==> src/rtl/key_pkg.sv <==
// Shared definitions for the key front-end: press FSM encoding and counter sizing.
package key_pkg;

  localparam logic [1:0] ST_IDLE   = 2'd0;
  localparam logic [1:0] ST_DELAY  = 2'd1;
  localparam logic [1:0] ST_REPEAT = 2'd2;

  // Bits needed to hold 0..maxv, never less than one.
  function automatic int cnt_w(input int maxv);
    return (maxv < 1) ? 1 : $clog2(maxv + 1);
  endfunction

endpackage

==> src/rtl/key_channel.sv <==
// One button: 2-FF synchroniser, debounce counter and press/auto-repeat FSM.
// pulse is combinational so the top's output register lands it at D+2 edges after the press.
module key_channel
  import key_pkg::*;
#(
  parameter int DEBOUNCE_CYCLES = 4,
  parameter int REPEAT_EN       = 1,
  parameter int REPEAT_DELAY    = 16,
  parameter int REPEAT_PERIOD   = 8
) (
  input  logic clk,
  input  logic rst,
  input  logic key,
  output logic db,
  output logic pulse
);

  localparam int CW   = cnt_w(DEBOUNCE_CYCLES - 1);
  localparam int TMAX = ((REPEAT_DELAY > REPEAT_PERIOD) ? REPEAT_DELAY : REPEAT_PERIOD) - 1;
  localparam int TW   = cnt_w(TMAX);
  localparam logic [CW-1:0] CNT_LAST = CW'(DEBOUNCE_CYCLES - 1);
  localparam logic [TW-1:0] DLY_LAST = TW'(REPEAT_DELAY - 1);
  localparam logic [TW-1:0] PER_LAST = TW'(REPEAT_PERIOD - 1);

  logic          s1, s2;
  logic [CW-1:0] cnt;
  logic          db_nxt;
  logic [1:0]    state;
  logic [TW-1:0] tcnt;

  // Value db takes on this edge; lets the FSM drop to IDLE on the same edge db falls.
  assign db_nxt = ((s2 != db) && (cnt == CNT_LAST)) ? s2 : db;

  always_ff @(posedge clk) begin
    if (rst) begin
      s1  <= 1'b0;
      s2  <= 1'b0;
      db  <= 1'b0;
      cnt <= '0;
    end else begin
      s1 <= key;
      s2 <= s1;
      if (s2 == db)
        cnt <= '0;
      else if (cnt == CNT_LAST) begin
        db  <= s2;
        cnt <= '0;
      end else
        cnt <= cnt + 1'b1;
    end
  end

  always_comb begin
    pulse = 1'b0;
    case (state)
      ST_IDLE:   pulse = db && db_nxt;
      ST_DELAY:  pulse = (REPEAT_EN != 0) && db && db_nxt && (tcnt == DLY_LAST);
      ST_REPEAT: pulse = db && db_nxt && (tcnt == PER_LAST);
      default:   pulse = 1'b0;
    endcase
  end

  // Timers saturate at their terminal count; with repeat disabled DELAY parks there.
  always_ff @(posedge clk) begin
    if (rst) begin
      state <= ST_IDLE;
      tcnt  <= '0;
    end else if (!db_nxt) begin
      state <= ST_IDLE;
      tcnt  <= '0;
    end else begin
      case (state)
        ST_IDLE: if (db) begin
          state <= ST_DELAY;
          tcnt  <= '0;
        end
        ST_DELAY: if (pulse) begin
          state <= ST_REPEAT;
          tcnt  <= '0;
        end else if (tcnt != DLY_LAST)
          tcnt <= tcnt + 1'b1;
        ST_REPEAT: if (pulse)
          tcnt <= '0;
        else if (tcnt != PER_LAST)
          tcnt <= tcnt + 1'b1;
        default: begin
          state <= ST_IDLE;
          tcnt  <= '0;
        end
      endcase
    end
  end

endmodule

==> src/rtl/key_pulse_gen.sv <==
// Two debounced key channels feeding registered, mutually exclusive inc/dec pulses.
module key_pulse_gen
  import key_pkg::*;
#(
  parameter int DEBOUNCE_CYCLES = 4,
  parameter int REPEAT_EN       = 1,
  parameter int REPEAT_DELAY    = 16,
  parameter int REPEAT_PERIOD   = 8
) (
  input  logic clk,
  input  logic rst,
  input  logic key_inc,
  input  logic key_dec,
  output logic inc,
  output logic dec
);

  logic inc_db, inc_pulse, dec_db, dec_pulse;

  key_channel #(
    .DEBOUNCE_CYCLES(DEBOUNCE_CYCLES), .REPEAT_EN(REPEAT_EN),
    .REPEAT_DELAY(REPEAT_DELAY), .REPEAT_PERIOD(REPEAT_PERIOD)
  ) u_inc (
    .clk(clk), .rst(rst), .key(key_inc), .db(inc_db), .pulse(inc_pulse)
  );

  key_channel #(
    .DEBOUNCE_CYCLES(DEBOUNCE_CYCLES), .REPEAT_EN(REPEAT_EN),
    .REPEAT_DELAY(REPEAT_DELAY), .REPEAT_PERIOD(REPEAT_PERIOD)
  ) u_dec (
    .clk(clk), .rst(rst), .key(key_dec), .db(dec_db), .pulse(dec_pulse)
  );

  // A pulse implies its own db is high, so cross-gating keeps inc and dec exclusive.
  always_ff @(posedge clk) begin
    if (rst) begin
      inc <= 1'b0;
      dec <= 1'b0;
    end else begin
      inc <= inc_pulse & ~dec_db;
      dec <= dec_pulse & ~inc_db;
    end
  end

endmodule

==> config.mk <==
export PLATFORM = sky130hd
export DESIGN_NAME = key_pulse_gen
export DESIGN_NICKNAME = d
export VERILOG_FILES = /design/src/rtl/key_pkg.sv /design/src/rtl/key_channel.sv /design/src/rtl/key_pulse_gen.sv
export SDC_FILE = /design/constraint.sdc
export NUM_CORES = 1
export LEC_CHECK = 0
export CELL_PAD_IN_SITES_DETAIL_PLACEMENT = 0
export CELL_PAD_IN_SITES_GLOBAL_PLACEMENT = 2
export CORE_UTILIZATION = 37
export DETAILED_ROUTE_END_ITERATION = 8
export PLACE_DENSITY = 0.84
export SKIP_CTS_REPAIR_TIMING = 1
export SLEW_MARGIN = 10
export SYNTH_ARGS = -nofsm -noshare
export SYNTH_HDL_FRONTEND = slang
export SYNTH_SLANG_ARGS = --single-unit
==> constraint.sdc <==
create_clock -name clk -period 2.4 [get_ports clk]
set_input_delay 0.48 -clock clk [delete_from_list [all_inputs] [get_ports clk]]
set_output_delay 0.48 -clock clk [all_outputs]
set_load 0.03 [all_outputs]
==> results.cfg, run 1 <==
[logic_synthesis]
avgSynthCellArea_um2 = 9.13
ys_ff_latch = 24
netlist_area_um2 = 1400
yosysWarnings = 0
synth_area_leader_cell = dfxtp_1
synth_top_area_frac = 0.344
synth_cells = 153
syn_nets = 171
ys_types = 33
synth_area_leaders = dfxtp_1, ha_1, mux2i_1
yosysSeqAreaShare = 0.344

[grt]
antenna_found_initial = 0
overflow = 0
grt_max_degree = 15
grt_use_total = 0.151
grt_pass1_vias = 1069
grt_pass1_wl_um = 4850

[timing]
tightest_slew_ns = 0.401
rsz0062_at_grt = false
setup_viol = 0
skew_ns = 0.00143
timing.final.ws_setup_ns = 0.573
finalCriticalPeriod_ns = 1.83
hold_violations = 0
slew_violations = 0
setup_tns_ns = 0
maxSlewHeadroom = 0.732
fmax_ghz = 0.547
hold_ws_ns = 0.443
period_share = 0.761

[cells_and_area]
nNetsFinal = 180
area_delta_synth_final_pct = 13.0
fillCellCount = 352
postLayoutCoreUtil = 0.455
design_area_um2 = 1580
final_common_cell = dfxtp_1
layout.cells.non_filler = 207
final_cell_mix = dfxtp_1, nand2_1, ha_1, mux2i_1, inv_1
antenna_cells = 0
layout-drive-gt1-share = 0.0559

[place]
detailed_place_hpwl_um = 2070
dp_slack_ns = 0.418
place_area_um2 = 1510
numPortBuffers = 5
place_congestion = 0.796
dp_cells = 203

[worst_setup_path]
reg2reg_depth = 6
r2r_end = u_dec.tcnt[3]$_SDFFE_PP0P_
cp_max_fo = 4
cp-end-kind = flip-flop
start_kind = flip-flop
r2r_slack_ns = 0.57
worstPathRequired_ns = 2.58
worstSetupPathType = flip-flop to flip-flop
timing.rr.start = u_dec.state[0]$_SDFFE_PP0P_
cp.arrival_ns = 2.00

[die]
core_area_um2 = 3470
die_y_um = 63.4
num_rows = 21
start_util = 0.403
pin_count = 6
die_area_um2 = 4020
fp.dieW_um = 63.4

[power_and_ir_drop]
ir_worst_vdd_mv = 0.331
total_power_uw = 767
p_leak_nw = 0.620
power_density_nw_per_um2 = 486

[drt]
vias = 1117
wire_per_inst_um = 13.5
postRouteWirelength_um = 2800
vias_per_cell = 5.40
drc = 0
drt-pass1-iter-count = 4
drtIter0Drc = 42
ant_nets = 0

[clock_tree]
cts_made_buffers = 3
htreeDepth = 1
clk_pin_slew_ns = 0.08
ctsLongestPathBuffers = 2
cts_tree = built
cts-root-buf = clkbuf_8
clock_latency_ns = 0.26
clock-sinks = 24

[job]
cap_violations = 0

[hold_path]
min_to = u_dec.cnt[0]$_SDFF_PP0_
hold_class = flip-flop to flip-flop
worstHoldStart = u_dec.cnt[0]$_SDFF_PP0_
hold_path_depth = 1

[outcome]
status = complete, no violations
==> critical path, cell delays in order (launching register included) <==
cell,delay (ns)
dfxtp_1,0.40
inv_1,0.10
ha_1,0.26
xor2_1,0.20
a31oi_1,0.34
o221ai_1,0.16
a221oi_1,0.28
==> synth_stat cells <==
cell type,n
a2111o_1,2
a221oi_1,2
a311o_1,2
a31o_2,2
a31oi_1,2
a41o_1,2
a41oi_1,2
and3_1,2
and4_1,2
buf_2,1
clkbuf_1,2
dfxtp_1,24
ha_1,14
inv_1,10
mux2i_1,12
nand2_1,16
nand2b_1,8
nand3_1,4
nor2_1,8
nor2b_1,8
nor3_1,4
nor3b_1,2
o2111ai_1,2
o211ai_1,2
o21a_1,2
o21ai_0,4
o21ai_1,2
o221ai_1,2
o2bb2ai_1,2
or3_1,2
xnor2_1,2
xor2_1,1
xor2_2,1
==> how the worst max path moves through the flow <==
stage,startpoint,to,slack [ns],depth (start not counted)
2_1_floorplan,u_inc.state[0]$_SDFFE_PP0P_,u_inc.state[0]$_SDFFE_PP0P_,0.75,6
3_3_place_gp,rst,u_inc.tcnt[2]$_SDFFE_PP0P_,0.48,5
3_5_place_dp,rst,u_inc.tcnt[2]$_SDFFE_PP0P_,0.42,5
4_1_cts,u_inc.state[0]$_SDFFE_PP0P_,u_inc.state[0]$_SDFFE_PP0P_,0.58,6
5_1_grt,u_dec.state[0]$_SDFFE_PP0P_,u_dec.tcnt[3]$_SDFFE_PP0P_,0.37,6
6_report,u_dec.state[0]$_SDFFE_PP0P_,u_dec.tcnt[3]$_SDFFE_PP0P_,0.57,6
==> layer usage <==
layer / global-route usage / share of wire / vias up
met3: 0.0435 / 0.041 / 2
met4: 0.0256 / 0.0064 / 0
met2: 0.235 / 0.43 / 26
met1: 0.208 / 0.52 / 519
met5: 0 / 0 / -
li1: - / - / 570
==> power by group <==
group          leakage, nW  switching (mW)  total [mW]  internal (mW)
Sequential           0.194         0.00212       0.404          0.402
Combinational        0.390         0.00521      0.0132        0.00800
Clock               0.0357           0.127       0.350          0.223
Total                0.620           0.134       0.767          0.633
==> flip-flops by register name, indices dropped and copies added, names as in the netlist, 2 cells and up <==
| signal | count |
|---|---|
| u_dec.cnt | 2 |
| u_dec.state | 2 |
| u_dec.tcnt | 4 |
| u_inc.cnt | 2 |
| u_inc.state | 2 |
| u_inc.tcnt | 4 |
==> logic make-up after synthesis <==
kind of cell	after synthesis	synth area share
simple gates	56	0.206
compound gates	30	0.172
flops	24	0.344
fa+ha+maj	14	0.125
buf+inv	13	0.0358
mux	12	0.0860
xor+xnor	4	0.0305
==> cell type report <==
class / instances / area (um^2) / share of cell area
Clock buffer: 3 / 41.3 / 0.0262
Clock inverter: 1 / 30.0 / 0.0190
Inverter: 10 / 37.5 / 0.0238
Multi-Input combinational cell: 116 / 866 / 0.549
Sequential cell: 24 / 480 / 0.305
Tap cell: 46 / 57.6 / 0.0365
Timing Repair Buffer: 7 / 65.1 / 0.0412
(Power assumes the default switching activity.)
==> inputs of run 2 (changes only) <==
==> constraint.sdc (replaced) <==
create_clock -name clk -period 1.9 [get_ports clk]
set_input_delay 0.38 -clock clk [delete_from_list [all_inputs] [get_ports clk]]
set_output_delay 0.38 -clock clk [all_outputs]
set_load 0.03 [all_outputs]
==> run 2 against run 1 <==
  * Core utilization up 1.3 points
  * Global-route usage shrank 0.31 points
  * Register-to-register slack worse by 0.42 ns
  * Wire length fell by 3.4%
  * Critical endpoint is now u_inc.tcnt[1]$_SDFFE_PP0P_
  * Sequential share of layout area down 0.75 points
  * Cell area grew 2.8%
  * Final cell count rose by 1.9%
  * Via count increased by 0.54%
  * First-iteration DRC count decreased by 4.8%
==> results.cfg, run 2 (synthesis gave the netlist of run 1 again) <==
[worst_setup_path]
cp_slowest_cell = dfxtp_1
cp-end-kind = flip-flop
cpPeakStageDelay_ns = 0.39
crit_start = u_inc.tcnt[0]$_SDFFE_PP0P_
cp_max_fo = 6
crit_chain = ha_1, nand2_1, a311o_1, o21ai_1, mux2i_1
timing.rr.start = u_inc.tcnt[0]$_SDFFE_PP0P_
worstSetupPathType = flip-flop to flip-flop
worstPathRequired_ns = 2.09
cp.arrival_ns = 1.94
start_kind = flip-flop

[grt]
antenna_found_initial = 0
grt_pass1_wl_um = 4870
grt_pass1_vias = 1074
grt_max_degree = 14
overflow = 0
grt_use_total = 0.148

[die]
num_rows = 21
start_util = 0.403
die_area_um2 = 4020
pin_count = 6
fp.dieW_um = 63.4
die_y_um = 63.4
core_area_um2 = 3470

[clock_tree]
cts_tree = built
clock_latency_ns = 0.26
cts_made_buffers = 3
clk_pin_slew_ns = 0.08
ctsLongestPathBuffers = 2
clock-sinks = 24
cts-root-buf = clkbuf_8
htreeDepth = 1

[drt]
drt-pass1-iter-count = 4
drc = 0
vias_per_cell = 5.32
wire_per_inst_um = 12.8
drtIter0Drc = 40
ant_nets = 0
vias = 1123
postRouteWirelength_um = 2700

[power_and_ir_drop]
ir_worst_vdd_mv = 0.381
power_density_nw_per_um2 = 538
p_leak_nw = 0.641
total_power_uw = 872

[place]
place_congestion = 0.851
dp_cells = 207
numPortBuffers = 5
detailed_place_hpwl_um = 2100
place_area_um2 = 1540

[cells_and_area]
layout-drive-gt1-share = 0.115
reg.largest.list = u_dec.tcnt x4, u_inc.tcnt x4
nNetsFinal = 184
area_delta_synth_final_pct = 16.1
multi_input_area_um2 = 895
seqCellArea_um2 = 482
postLayoutCoreUtil = 0.468
design_area_um2 = 1620
fillCellCount = 347
final_common_cell = dfxtp_1
final_cell_mix = dfxtp_1, nand2_1, ha_1, mux2i_1, inv_1
antenna_cells = 0
layout.cells.non_filler = 211

[timing]
slew_violations = 0
skew_ns = 0.00127
finalCriticalPeriod_ns = 1.75
fmax_ghz = 0.571
period_share = 0.921
setup_viol = 0
tightest_slew_ns = 0.385
hold_violations = 0
rsz0062_at_grt = false
maxSlewHeadroom = 0.743
setup_tns_ns = 0

[outcome]
status = complete, no violations

[hold_path]
hold_class = flip-flop to flip-flop
worstHoldStart = u_dec.cnt[0]$_SDFF_PP0_

[job]
cap_violations = 0
[run 2: layer usage]
layer  vias to the layer above  track usage  part of all wire
met3                         2       0.0199             0.027
met5                         -            0                 0
met2                        11        0.226              0.44
met1                       532        0.218              0.53
met4                         0       0.0313            0.0070
li1                        578            -                 -
[run 2: layout make-up]
class	instances	share of cell area
Timing Repair Buffer	11	0.0586
Sequential cell	24	0.297
Inverter	10	0.0231
Tap cell	46	0.0355
Multi-Input combinational cell	116	0.552
Clock buffer	4	0.0340
[run 2: worst max-delay path, delay by kind of cell, from the launching register on]
kind	cells	cell delay (ns)
AO/OA/AOI/OAI	2	0.62
adder cells (fa/ha/maj)	1	0.31
flip-flops	1	0.39
multiplexers	1	0.22
AND/OR/NAND/NOR	1	0.14
[run 2: path summary, 6_finish.rpt]
path                                                    to  cells after the start  slack (ns)
worst max register to register  u_inc.tcnt[1]$_SDFFE_PP0P_                      5        0.15
worst min-delay path               u_dec.cnt[0]$_SDFF_PP0_                      1        0.42
worst min register to register     u_dec.cnt[0]$_SDFF_PP0_                      1        0.42
worst max-delay path            u_inc.tcnt[1]$_SDFFE_PP0P_                      5        0.15
[run 2: per-stage QoR]
stage               hold slack (ns)  setup WS (ns)
finish                        0.420          0.149
global route                  0.456        0.00329
CTS                           0.425         0.0794
detailed placement            0.411         0.0854
global placement              0.405          0.126
floorplan                     0.397          0.252
[run 2: report_power, final]
part	internal [mW]	switching, mW	leakage (nW)
registers	0.508	0.00224	0.195
clock network	0.185	0.158	0.0288
logic	0.0127	0.00704	0.418
total	0.705	0.167	0.641
